## config.mk

```make
export PLATFORM = sky130hd
export DESIGN_NAME = uart_rx
export DESIGN_NICKNAME = d
export VERILOG_FILES = /design/src/rtl/uart_rx.sv
export SDC_FILE = /design/constraint.sdc
export NUM_CORES = 1
export LEC_CHECK = 0
export ABC_AREA = 1
export ABC_CLOCK_PERIOD_IN_PS = 3910
export CAP_MARGIN = 5
export CORE_ASPECT_RATIO = 0.8
export CORE_UTILIZATION = 35
export CTS_CLUSTER_DIAMETER = 150
export DETAILED_ROUTE_END_ITERATION = 16
export PLACE_DENSITY = 0.63
export SLEW_MARGIN = 15
export SYNTH_ARGS = -nofsm -noshare
export SYNTH_HDL_FRONTEND = slang
export SYNTH_SLANG_ARGS = --single-unit
```

## constraint.sdc

```tcl
create_clock -name clk -period 3.91 [get_ports clk]
set_input_delay 0.5865 -clock clk [delete_from_list [all_inputs] [get_ports clk]]
set_output_delay 0.5865 -clock clk [all_outputs]
set_load 0.05 [all_outputs]
```

## src/rtl/uart_rx.sv

```systemverilog
// UART receiver: oversampled 8N1/8N2 frames delivered through a one-entry holding register.
// Define UART_RX_PARITY_EN to expect a parity bit between the data bits and the stop bit(s).
module uart_rx #(
  parameter int SYNC_STAGES = 2,
  parameter int CPB_MIN     = 4
) (
  input  logic        clk,
  input  logic        rst,
  input  logic        rx,
  input  logic [15:0] cpb,
  input  logic [1:0]  stp,
  input  logic        par_odd,
  output logic [7:0]  data_rx,
  output logic        rx_valid,
  input  logic        rx_ready,
  output logic        frame_err,
  output logic        parity_err,
  output logic        overrun,
  output logic        busy
);

  // Handshake: a byte moves to the consumer on any clock edge where rx_valid & rx_ready are both high.
  typedef enum logic [2:0] {
    S_IDLE, S_START, S_DATA, S_PARITY, S_STOP1, S_STOP2, S_BREAK, S_DELIVER
  } state_t;

  state_t                 state;
  logic [SYNC_STAGES-1:0] sync_q;
  logic                   rxs;
  logic [15:0]            cpb_c;
  logic [15:0]            cpb_l;
  logic [15:0]            cnt;
  logic [2:0]             idx;
  logic [7:0]             shift;
  logic                   two_stop;
  logic                   par_bad;
  logic                   unused_cfg;

  assign rxs        = sync_q[SYNC_STAGES-1];
  assign cpb_c      = (cpb < 16'(CPB_MIN)) ? 16'(CPB_MIN) : cpb;
  assign unused_cfg = ^{stp[1], par_odd};

  always_ff @(posedge clk) begin
    if (rst) begin
      state      <= S_IDLE;
      sync_q     <= '1;
      cpb_l      <= '0;
      cnt        <= '0;
      idx        <= '0;
      shift      <= '0;
      two_stop   <= 1'b0;
      par_bad    <= 1'b0;
      data_rx    <= '0;
      rx_valid   <= 1'b0;
      frame_err  <= 1'b0;
      parity_err <= 1'b0;
      overrun    <= 1'b0;
      busy       <= 1'b0;
    end else begin
      sync_q     <= {sync_q[SYNC_STAGES-2:0], rx};
      frame_err  <= 1'b0;
      parity_err <= 1'b0;
      overrun    <= 1'b0;
      if (rx_valid && rx_ready) rx_valid <= 1'b0;

      case (state)
        S_IDLE: begin
          if (!rxs) begin
            cpb_l    <= cpb_c;
            cnt      <= (cpb_c >> 1) - 16'd1;
            two_stop <= stp[0];
            par_bad  <= 1'b0;
            busy     <= 1'b1;
            state    <= S_START;
          end
        end
        S_START: begin
          if (cnt != 16'd0) begin
            cnt <= cnt - 16'd1;
          end else if (rxs) begin
            busy  <= 1'b0;
            state <= S_IDLE;
          end else begin
            cnt   <= cpb_l - 16'd1;
            idx   <= 3'd0;
            state <= S_DATA;
          end
        end
        S_DATA: begin
          if (cnt != 16'd0) begin
            cnt <= cnt - 16'd1;
          end else begin
            shift <= {rxs, shift[7:1]};
            cnt   <= cpb_l - 16'd1;
            if (idx == 3'd7) begin
`ifdef UART_RX_PARITY_EN
              state <= S_PARITY;
`else
              state <= S_STOP1;
`endif
            end else begin
              idx <= idx + 3'd1;
            end
          end
        end
`ifdef UART_RX_PARITY_EN
        S_PARITY: begin
          if (cnt != 16'd0) begin
            cnt <= cnt - 16'd1;
          end else begin
            par_bad <= (rxs != (^shift ^ par_odd));
            cnt     <= cpb_l - 16'd1;
            state   <= S_STOP1;
          end
        end
`endif
        S_STOP1, S_STOP2: begin
          if (cnt != 16'd0) begin
            cnt <= cnt - 16'd1;
          end else if (!rxs) begin
            frame_err <= 1'b1;
            state     <= S_BREAK;
          end else if (state == S_STOP1 && two_stop) begin
            cnt   <= cpb_l - 16'd1;
            state <= S_STOP2;
          end else begin
            state <= S_DELIVER;
          end
        end
        S_BREAK: begin
          // A line held low raises one frame error, then waits here for idle.
          if (rxs) begin
            busy  <= 1'b0;
            state <= S_IDLE;
          end
        end
        S_DELIVER: begin
          if (par_bad) begin
            parity_err <= 1'b1;
          end else if (!rx_valid || rx_ready) begin
            data_rx  <= shift;
            rx_valid <= 1'b1;
          end else begin
            overrun <= 1'b1;
          end
          busy  <= 1'b0;
          state <= S_IDLE;
        end
        default: begin
          busy  <= 1'b0;
          state <= S_IDLE;
        end
      endcase
    end
  end

endmodule

```

Word level (Yosys, flattened, before mapping)
Cells that the tools add are included.
{"block": "classes", "n_addsub": 4, "n_lt_le_gt_ge": 1, "n_eq_ne": 18, "n_mux": 33, "bitwise": 5, "n_reduce_logical": 19}
{"operator": "$mux 16", "n": 8}
{"operator": "$pmux 16 s4", "n": 1}
{"operator": "$sub 16x1->16 const B", "n": 2}
{"operator": "$mux 3", "n": 10}
{"operator": "$lt 16x3->1 const B", "n": 1}
{"operator": "$ne 2x2->1 const B", "n": 8}
{"operator": "$reduce_bool 16->1", "n": 1}
{"operator": "$sub 15x1->16 const B", "n": 1}
{"operator": "$eq 3x3->1 const B", "n": 5}
{"operator": "$pmux 3 s5", "n": 1}
{"operator": "$reduce_and 5->1", "n": 2}
{"operator": "$ne 3x3->1 const B", "n": 3}
{"operator": "$mux 1", "n": 8}
{"operator": "$mux 2", "n": 3}
{"operator": "$pmux 3 s2", "n": 1}
{"operator": "$reduce_and 2->1", "n": 3}
{"operator": "$reduce_and 6->1", "n": 1}
{"operator": "$reduce_or 3->1", "n": 2}
{"operator": "$not 1->1", "n": 5}
{"operator": "$pmux 1 s4", "n": 1}
{"operator": "$reduce_bool 4->1", "n": 1}
{"operator": "$reduce_or 2->1", "n": 2}
{"operator": "$add 3x1->3 const B", "n": 1}
{"operator": "$eq 3x1->1 const B", "n": 1}
{"operator": "7 further kinds", "n": 8}
{"block": "word_totals", "regBits": 61, "in_bits": 23, "output_inout_bits": 13, "wordCells": 92}

Depth between registers and ports, before layout
Gate-level depths: netlist of the first run.
{"block": "depth", "word_depth": 6, "ltp_mapped": 18, "depth_no_buf": 17}

Worst setup path after synthesis of the first run
Ideal clock, no wire load.
{"block": "synth_timing", "kind": "input to register", "start": "input cpb[12]", "end": "register cnt[14]", "setup_ps": 109, "t_arrival_ps": 1947, "slack_ps": 1854, "stages": 15, "n_path_buf": 0, "cell_sequence": "nor2_1 nand2_1 nor2_1 nand3_1 nand2_1 nand2_1 nand2_1 ha_1 nand2_2 nor2_4 nand2_1 o21bai_1 nand3_1 nand2_1 inv_1"}
{"block": "synth_between", "elab_chain_len": 5}
{"item": "start: declaration", "line_no": "10", "rtl": "input logic [15:0] cpb,"}
{"item": "$lt 16x3->1", "line_no": "40", "rtl": "assign cpb_c = (cpb < 16'(CPB_MIN)) ? 16'(CPB_MIN) : cpb;"}
{"item": "$mux 16 *", "line_no": "40"}
{"item": "$sub 15x1->16 *", "line_no": "70", "rtl": "cnt <= (cpb_c >> 1) - 16'd1;"}
{"item": "$mux 16 *", "line_no": "68", "rtl": "if (!rxs) begin"}
{"item": "$pmux 16 s4 *", "line_no": "66", "rtl": "case (state)"}
{"item": "end signal: assignment", "line_no": "70"}
{"item": "end signal: assignment", "line_no": "79", "rtl": "cnt <= cnt - 16'd1;"}
{"item": "end signal: assignment", "line_no": "84", "rtl": "cnt <= cpb_l - 16'd1;"}
{"item": "end: declaration", "line_no": "32", "rtl": "logic [15:0] cnt;"}
Mark *: on every way between the ends. The rest lies on a longest branch, timed or not. The select of a mux whose other input is x is not followed.
A chain may end at the register's enable or synchronous reset.

Worst setup path after layout of the first run
{"block": "layout_timing", "start": "input cpb[9]", "end": "register cnt[14]"}
Same word-level chain as after synthesis.

==> metrics.yaml, run 1 <==
post_cts_resized: 0
crit_top_cell: "nand2_1"
num_rows: 31
crit_type: "primary input to flop"
coreArea_um2: 9037
maxCapViolations: 0
drtIter0Drc: 265
grt_overflow: 0
multi_input_area_um2: 1652
grt_use_total_pct: 18.86
start_kind: "primary input"
tritoncts: "built"
fin_area_um2: 3968
wl_um: 8138
cpMaxStageDelayCell: "clkdlybuf4s50_1"
vias_per_cell: 4.940
yosys-top-cells-area: "dfxtp_1 (37%), nand2_1 (8.4%), a21oi_1 (8.3%), inv_1 (7.9%), o21ai_0 (7.4%)"
synth-seq-area-share_pct: 37.38
antenna_left: 0
power_switching_share_pct: 49.72
powerDensity_nw_per_um2: 973.4
clockRootBuffer: "clkbuf_16"
p_switching_mw: 1.920
post_dp_cell_area_um2: 3662
layout_common_cells: "nand2_1 (73), inv_1 (69), dfxtp_1 (61)"
peakVddDrop_uv: 358.5
cts_hold_buf: 0
dp_hpwl_um: 5743
die_area_um2: 9726
intPower_mw: 1.942
tns_ns: 0
fin_crit_ns: 2.859
final_common_cell: "nand2_1"
critPathTopFamily: "simple AND/OR/NAND/NOR gates"
finalSetupViolCount: 0
pwr-share-clk_pct: 21.3
arrival_ns: 3.10
drc: 0
cts_buffers: 9
hold_viol: 0
wl_per_cell_um: 12.86
start_util_pct: 36.15
p_leak_nw: 1.716
grt_first_pass_wirelength_um: 13890
clk_latency_ns: 0.34
slowest_delay_ns: 0.42
synth.distinct_cells: 34
antenna_found_initial: 0
fmaxAchievable_ghz: 0.3498
drtPass1Iterations: 5
dieWidth_um: 110.0
grt_pass1_vias: 2931
outcome: "finished clean"
rsz0062_at_grt: "false"
layout-drive-gt1-share_pct: 11.39
grt_start_max_net_pins: 26
syn_area_um2: 3267
areaGrowthSynthToFinish_pct: 21.45
slew_headroom_pct: 41.93
fill_cells: 930
combPwrFrac_pct: 56.4
cp-end-kind: "flop"
seqPwrFrac_pct: 22.3
crit_chain: "clkdlybuf4s50_1 -> nor2_1 -> nand2_1 -> nor2_1 -> nand3_1 -> nand2_1 -> nand2_1 -> nand2_1 -> ha_1 -> nand2_2 -> nor2_4 -> nand2_1 -> o21bai_1 -> nand3_1 -> nand2_1 -> inv_1"
tightest_slew_ns: 0.8701
path_buf_inv: 2
netlist.top_cell.by_area: "dfxtp_1"
cts_max_path_buffers: 2
gp_congestion: 0.8886
cts_sinks: 61
synthCells: 484
clock_skew_ns: 0.008192
path_max_fanout: 5
cp.required_ns: 4.15
htreeDepth: 3
final_nets: 539
syn_nets: 510
post_cts_buffers: 0
vias: 3127
fp.dieH_um: 88.41
synth_top_area_share_pct: 37.38
final.period_utilization_pct: 73.12
layout.area.seq_um2: 1221
clkTransAtPathRegs_ns: 0.06
antennaDiodeCount: 0
maxSlewViolCount: 0
avgSynthCellArea_um2: 6.750
io_pins: 36
hold_path_class: "flop to flop"
ys_seq_elements: 61
yosys_warnings: 0
port_buffers: 32
## registers in the layout, indices dropped and copies added (netlist names), 2 cells and up
name and flops:
cpb_l 16, idx 3, sync_q 2, state 3, cnt 16, shift 8, data_rx 8
## path summary, 6_finish.rpt
kind | start | to | slack [ns] | depth (start not counted)
worst min register to register | sync_q[0]$_SDFF_PP1_ | sync_q[1]$_SDFF_PP1_ | 0.41 | 1
worst max register to register | state[1]$_SDFFE_PP0P_ | cnt[4]$_SDFFE_PP0P_ | 1.40 | 9
worst max-delay path | cpb[9] | cnt[14]$_SDFFE_PP0P_ | 1.05 | 16
worst min-delay path | sync_q[0]$_SDFF_PP1_ | sync_q[1]$_SDFF_PP1_ | 0.41 | 1
## power groups by stage
stage	clock network (mW)	logic, mW	registers, mW
after CTS	0.838	2.17	0.857
after global placement	0	2.11	0.867
after floorplan	0	1.81	0.846
after global routing	0.860	2.48	0.875
final	0.822	2.18	0.860
after detailed placement	0	2.15	0.870
## cell usage after synthesis
| cell type | count |
|---|---|
| clkinv_2 | 1 |
| o21ai_0 | 48 |
| o21ai_1 | 3 |
| o221ai_1 | 1 |
| xor2_1 | 1 |
| a211oi_1 | 3 |
| nor2_4 | 5 |
| conb_1 | 1 |
| nand2_2 | 13 |
| inv_6 | 1 |
| inv_2 | 4 |
| nand3_2 | 2 |
| a21oi_1 | 54 |
| buf_8 | 2 |
| nand2_4 | 2 |
| o21ai_2 | 2 |
| nand3_1 | 45 |
| or2_2 | 3 |
| nor2_1 | 49 |
| nor2_2 | 4 |
| inv_1 | 69 |
| a31oi_1 | 3 |
| nand4_1 | 1 |
| a22oi_2 | 1 |
| xnor2_1 | 2 |
| clkbuf_1 | 11 |
| nor3_1 | 4 |
| o21bai_1 | 3 |
| buf_2 | 4 |
| o211ai_1 | 3 |
| buf_4 | 2 |
| ha_1 | 3 |
| nand2_1 | 73 |
| dfxtp_1 | 61 |
## per-layer routing
metal  wire [µm]  up-vias  global-route usage (%)
met5           0        -                       0
met4         125        0                   8.121
met3         630        9                   3.756
met2        3363       94                   28.07
met1        4019     1404                   26.41
li1            -     1620                       -
## per-stage QoR
stage,cells,worst slack [ns],util [%],power [mW],hold WS [ns]
2_1_floorplan,484,1.854,-,2.654,0.3895
3_3_place_gp,617,0.7689,40.52,2.980,0.3992
3_5_place_dp,617,0.7552,40.52,3.023,0.4022
4_1_cts,633,1.107,43.90,3.865,0.4113
5_1_grt,633,0.8540,43.90,4.219,0.4379
6_report,633,1.051,43.90,3.862,0.4105
## kinds of logic (layout without fill, tap and decap cells)
logic type                 after synthesis  after routing  share of synthesized area, %
DFF                                     61             61                         37.38
other                                    1              1                        0.1148
adders and majority gates                3              3                         1.149
xor gates and xnor gates                 3              3                        0.8044
buffers and inverters                   94            128                         12.06
and+or+nand+nor                        201            201                         28.57
AOI/OAI and AO/OA                      121            121                         19.92
## final cells by class
class                   instances  area share, %
clock inverters                 7          2.018
well taps                     115          3.627
multi-input cells             329          41.63
clock buffers                   9          5.676
inverters                      75          7.253
flip-flops and latches         61          30.78
repair buffers                 37          9.019
(Power assumes the default switching activity.)
==> run 2, diff against run 1 <==
--- a/config.mk
+++ b/config.mk
@@ -6,7 +6,7 @@
 export NUM_CORES = 1
 export LEC_CHECK = 0
 export ABC_AREA = 1
-export ABC_CLOCK_PERIOD_IN_PS = 3910
+export ABC_CLOCK_PERIOD_IN_PS = 2800
 export CAP_MARGIN = 5
 export CORE_ASPECT_RATIO = 0.8
 export CORE_UTILIZATION = 35
==> constraint.sdc (replaced) <==
create_clock -name clk -period 2.8 [get_ports clk]
set_input_delay 0.42 -clock clk [delete_from_list [all_inputs] [get_ports clk]]
set_output_delay 0.42 -clock clk [all_outputs]
set_load 0.05 [all_outputs]
==> metrics.yaml, run 2 (same netlist as run 1, synthesis figures left out) <==
final_common_cell: "nand2_1"
clkTransAtPathRegs_ns: 0.06  # about the same
layout_common_cells: "nand2_1 (73), inv_1 (69), dfxtp_1 (61)"
drtPass1Iterations: 4  # -1
grt_start_max_net_pins: 32  # +23%
start_util_pct: 36.15  # unchanged
cpMaxStageDelayCell: "dfxtp_1"
slew_headroom_pct: 66.71  # +25 points
tns_ns: 0  # unchanged
antennaDiodeCount: 0  # unchanged
path_max_fanout: 17  # +12
antenna_left: 0  # unchanged
grt_first_pass_wirelength_um: 13440  # -3.2%
arrival_ns: 2.73  # -0.37 ns
crit_top_cell: "nand2_1"
dp.cells: 624  # +1.1%
p_leak_nw: 1.745  # +1.7%
die_area_um2: 9726  # unchanged
final_nets: 546  # +1.3%
tightest_slew_ns: 0.4977  # -0.3724 ns
clockRootBuffer: "clkbuf_16"
fp.dieH_um: 88.41  # unchanged
cts_max_path_buffers: 2  # unchanged
cts_hold_buf: 0  # unchanged
dp_hpwl_um: 5771  # +0.50%
fin_cells: 640  # +1.1%
powerDensity_nw_per_um2: 1347  # +38%
grt_pass1_vias: 2821  # -3.8%
fin_crit_ns: 2.491
post_cts_buffers: 0  # unchanged
clock_skew_ns: 0.007617  # -0.0005749 ns
final.period_utilization_pct: 88.97
drtIter0Drc: 141  # -47%
hold_start: "sync_q[0]$_SDFF_PP1_"
start_kind: "flop"
postLayoutCoreUtil_pct: 44.29  # +0.39 points
wl_um: 8206  # +0.84%
dp_slack_ns: 0.07914  # -0.6761 ns
tritoncts: "built"
layout-drive-gt1-share_pct: 12.57  # +1.2 points
r2r_start: "state[2]$_SDFFE_PP0P_"
coreArea_um2: 9037  # unchanged
outcome: "finished clean"
hold_path_class: "flop to flop"
fill_cells: 935  # +0.54%
maxSlewViolCount: 0  # unchanged
hold_viol: 0  # unchanged
startpoint: "state[2]$_SDFFE_PP0P_"
clk_latency_ns: 0.34  # about the same
post_cts_resized: 0  # unchanged
crit_chain: "inv_2 -> o21ai_2 -> nand2_4 -> inv_6 -> nand3_1 -> nand2_1 -> ha_1 -> nand2_2 -> nor2_4 -> nand2_1 -> o21bai_1 -> nand3_1 -> nand2_1 -> inv_1"
areaGrowthSynthToFinish_pct: 22.52
grt_overflow: 0  # unchanged
grt_use_total_pct: 18.20  # -0.66 points
vias: 3130  # +0.096%
wl_per_cell_um: 12.82  # -0.27%
cp.required_ns: 3.04  # -1.11 ns
slowest_delay_ns: 0.57  # +0.15 ns
dieWidth_um: 110.0  # unchanged
gp_congestion: 0.8784  # -1.1%
maxCapViolations: 0  # unchanged
antenna_found_initial: 0  # unchanged
cts_buffers: 9  # unchanged
fin_ws_ns: 0.3089  # -0.7423 ns
finalPower_mw: 5.392  # +40%
rsz0062_at_grt: "false"
fmaxAchievable_ghz: 0.4014
finalSetupViolCount: 0  # unchanged
vias_per_cell: 4.891  # -1.0%
num_rows: 31  # unchanged
largest_registers: "cnt: 16 flops, cpb_l: 16 flops"
cts_sinks: 61  # unchanged
cp-end-kind: "flop"
port_buffers: 32  # unchanged
io_pins: 36  # unchanged
drc: 0  # unchanged
crit_type: "flop to flop"
peakVddDrop_uv: 423.3  # +18%
htreeDepth: 3  # unchanged
==> run 2: changes by cell type in the layout (fill, tap and decap cells not counted) <==
| cell | change |
|---|---|
| buf_4 | +7 |
| bufinv_16 | -1 |
| clkinv_4 | +2 |
| clkinvlp_4 | -1 |
| inv_6 | -1 |
| inv_8 | +1 |
==> run 2: worst paths after layout <==
| kind | endpoint | slack, ns | cells past startpoint |
|---|---|---|---|
| max | cnt[14]$_SDFFE_PP0P_ | 0.31 | 14 |
| min | sync_q[1]$_SDFF_PP1_ | 0.41 | 1 |
| max reg2reg | cnt[14]$_SDFFE_PP0P_ | 0.31 | 14 |
| min reg2reg | sync_q[1]$_SDFF_PP1_ | 0.41 | 1 |
==> run 2: layout make-up <==
type	instances	area [µm²]	share of cell area [%]
inverters	75	287.8	7.190
flip-flops and latches	61	1221	30.51
clock inverters	7	62.56	1.563
repair buffers	44	410.4	10.25
multi-input cells	329	1652	41.26
well taps	115	143.9	3.595
clock buffers	9	225.2	5.627
==> run 2: through the flow <==
stage	area [µm²]	hold slack (ns)
6_report	4003	0.4068
5_1_grt	4003	0.4362
4_1_cts	4003	0.4081
3_5_place_dp	3715	0.3932
3_3_place_gp	3715	0.3960
2_1_floorplan	3267	0.3895
==> run 2: routing by layer <==
| metal | track usage (%) | vias to the layer above | routed length [µm] |
|---|---|---|---|
| met1 | 25.16 | 1409 | 4212 |
| met3 | 5.007 | 9 | 465 |
| met5 | 0 | - | 0 |
| met2 | 27.16 | 71 | 3416 |
| met4 | 6.303 | 0 | 110 |
| li1 | - | 1641 | - |
==> run 2: critical path: cells and delay by family, from the launching register on <==
family	cells	cell delay, ns
AO/OA/AOI/OAI	2	0.34
AND/OR/NAND/NOR	8	0.95
adder cells (fa/ha/maj)	1	0.20
flip-flops	1	0.57
buffers and inverters	3	0.33
==> run 2: report_power, final <==
| part | total (mW) | switching, mW | internal, mW | leakage, nW |
|---|---|---|---|---|
| sequential | 1.20 | 0.141 | 1.06 | 0.498 |
| clock | 1.08 | 0.461 | 0.617 | 0.139 |
| combinational | 3.11 | 2.11 | 0.999 | 1.11 |
| total | 5.39 | 2.71 | 2.68 | 1.75 |
==> run 3, diff against run 2 <==
--- a/config.mk
+++ b/config.mk
@@ -5,7 +5,6 @@
 export SDC_FILE = /design/constraint.sdc
 export NUM_CORES = 1
 export LEC_CHECK = 0
-export ABC_AREA = 1
 export ABC_CLOCK_PERIOD_IN_PS = 2800
 export CAP_MARGIN = 5
 export CORE_ASPECT_RATIO = 0.8
==> metrics.yaml, run 3 <==
dp.cells: 551  # -12%
synthCells: 390  # -19%
synth-edff-count: 0  # unchanged
grt_overflow: 0  # unchanged
fmaxAchievable_ghz: 0.3706  # -7.7%
coreArea_um2: 8164  # -9.7%
clkTransAtPathRegs_ns: 0.07  # about the same
fin_ws_ns: 0.1020  # -0.2068 ns
hold_start: "sync_q[0]$_SDFF_PP1_"
syn_nets: 416  # -18%
gp_congestion: 0.8618  # -1.9%
start_util_pct: 37.01  # +0.86 points
final_common_cell: "dfxtp_1"
grt_first_pass_wirelength_um: 14070  # +4.7%
clock_skew_ns: 0.01288  # +0.005264 ns
yosys_warnings: 0  # unchanged
drtIter0Drc: 144  # +2.1%
worstRegToRegCells: 10  # -4
r2r_slack_ns: 0.16  # -0.15 ns
cts_sinks: 61  # unchanged
peakVddDrop_uv: 268.2  # -37%
ys_seq_elements: 61  # unchanged
startpoint: "cpb[5]"
layout-drive-gt1-share_pct: 20.86  # +8.3 points
arrival_ns: 2.90  # +0.17 ns
htreeDepth: 3  # unchanged
hold_viol: 0  # unchanged
cp-end-kind: "flop"
path_buf_inv: 3  # unchanged
drtPass1Iterations: 5  # +1
areaGrowthSynthToFinish_pct: 36.02
final_nets: 486  # -11%
finalSetupViolCount: 0  # unchanged
final.period_utilization_pct: 96.36  # +7.4 points
antennaDiodeCount: 0  # unchanged
cpMaxStageDelayCell: "clkdlybuf4s50_1"
num_rows: 29  # -6.5%
synth.distinct_cells: 48  # +41%
antenna_left: 0  # unchanged
synth-seq-area-share_pct: 40.41  # +3.0 points
tns_ns: 0  # unchanged
ys.flop_type: "dfxtp_1"
crit_top_cell: "a21oi_2"
async_flop_share_pct: 0  # unchanged
r2r_start: "state[2]$_SDFFE_PP0P_"
postLayoutCoreUtil_pct: 50.34  # +6.1 points
fin_crit_ns: 2.698  # +0.2068 ns
clockRootBuffer: "clkbuf_8"
yosys-top-cells-area: "dfxtp_1 (40%), a21oi_1 (8.3%), nand2_1 (7.5%), nor2_1 (5.8%), a211oi_1 (4.0%)"
crit_end: "cnt[6]$_SDFFE_PP0P_"
powerDensity_nw_per_um2: 543.7  # -60%
yosys-top-cells-count: "dfxtp_1 (61), nand2_1 (60), a21oi_1 (50), nor2_1 (47), clkbuf_1 (21)"
largest_registers: "cnt: 16 flops, cpb_l: 16 flops"
hold_path_class: "flop to flop"
avgSynthCellArea_um2: 7.748  # +15%
layout_common_cells: "dfxtp_1 (61), nand2_1 (59), buf_4 (54)"
drc: 0  # unchanged
tritoncts: "built"
cp_num_cells: 13  # -1
path_max_fanout: 3  # -14
vias_per_cell: 5.386  # +10%
cts_buffers: 9  # unchanged
tightest_slew_ns: 0.6715  # +0.1738 ns
clk_latency_ns: 0.34  # about the same
maxCapViolations: 0  # unchanged
grt_use_total_pct: 19.68  # +1.5 points
p_leak_nw: 1.452  # -17%
dp_hpwl_um: 5592  # -3.1%
die_area_um2: 9011  # -7.4%
cts_max_path_buffers: 2  # unchanged
r2r-end: "cnt[6]$_SDFFE_PP0P_"
fin_cells: 573  # -10%
critPathTopFamily: "simple AND/OR/NAND/NOR gates"
wl_um: 8323  # +1.4%
syn_area_um2: 3022  # -7.5%
maxSlewViolCount: 0  # unchanged
crit_type: "primary input to flop"
fp.dieH_um: 85.11  # -3.7%
cp.required_ns: 3.00  # -0.04 ns
synth_top_area_share_pct: 40.41  # +3.0 points
dp_slack_ns: -0.5734  # -0.6526 ns
wl_per_cell_um: 14.53  # +13%
cts_hold_buf: 0  # unchanged
start_kind: "primary input"
outcome: "finished clean"
grt_start_max_net_pins: 62  # +94%
whs_ns: 0.4115  # +0.004729 ns
dieWidth_um: 105.9  # -3.8%
crit_chain: "clkdlybuf4s50_1 -> nor4_1 -> buf_4 -> nand4_1 -> a21oi_2 -> nor2_2 -> inv_2 -> ha_4 -> o2111ai_4 -> o21bai_4 -> or3_4 -> a21oi_2 -> a211oi_1"
synth.most_common_cell: "dfxtp_1"
slew_headroom_pct: 55.12  # -12 points
netlist.top_cell.by_area: "dfxtp_1"
vias: 3086  # -1.4%
slowest_delay_ns: 0.43  # -0.14 ns
port_buffers: 32  # unchanged
io_pins: 36  # unchanged
grt_pass1_vias: 3001  # +6.4%
antenna_found_initial: 0  # unchanged
## run 3: repair_timing
action / 4_1_cts / 5_1_grt
buffers inserted: 2 / 4
endpoints found under the setup margin: 5 / 6
pin swaps: 3 / 5
gates cloned: 0 / 0
gates resized for setup: 7 / 19
## run 3: stage by stage
step	total power [mW]	cell area (µm²)
2_1_floorplan	1.178	3025
3_3_place_gp	1.337	3729
3_5_place_dp	1.344	3729
4_1_cts	2.237	4009
5_1_grt	2.347	4110
6_report	2.235	4110
## run 3: logic make-up after synthesis
group                      Yosys count  share of synthesized area [%]
xor gates and xnor gates             7                          2.029
adders and majority gates            3                          1.242
buffers and inverters               33                          4.721
AOI/OAI and AO/OA                  113                          23.60
muxes                                9                          2.981
DFF                                 61                          40.41
and+or+nand+nor                    163                          24.89
other                                1                         0.1241
## run 3: layer usage
metal	GRT usage, %	routed length, µm	up-vias
met2	30.07	3800	81
li1	-	-	1543
met3	5.914	413	2
met1	27.07	4080	1460
met4	5.051	29	0
met5	0	0	-
## run 3: worst min path at each step
stage	cells after the start	to	slack, ns
floorplan	1	sync_q[1]$_SDFF_PP1_	0.39
global placement	1	sync_q[1]$_SDFF_PP1_	0.40
detailed placement	1	sync_q[1]$_SDFF_PP1_	0.40
CTS	1	sync_q[1]$_SDFF_PP1_	0.42
global route	1	sync_q[1]$_SDFF_PP1_	0.44
finish	1	sync_q[1]$_SDFF_PP1_	0.41
## run 3: layout make-up
type                            instances  area [µm²]
Inverter                                6       22.52
Tap cell                              108       135.1
Multi-Input combinational cell        296        1777
Fill cell                             798        4054
Clock inverter                          7       97.59
Sequential cell                        61        1221
Clock buffer                            9       123.9
Timing Repair Buffer                   86       733.2
## run 3: power breakdown
part	total (mW)	internal (mW)	leakage (nW)	switching (mW)
logic	0.416	0.188	0.851	0.229
clock network	0.875	0.503	0.106	0.372
registers	0.943	0.907	0.496	0.0361
total	2.23	1.60	1.45	0.637
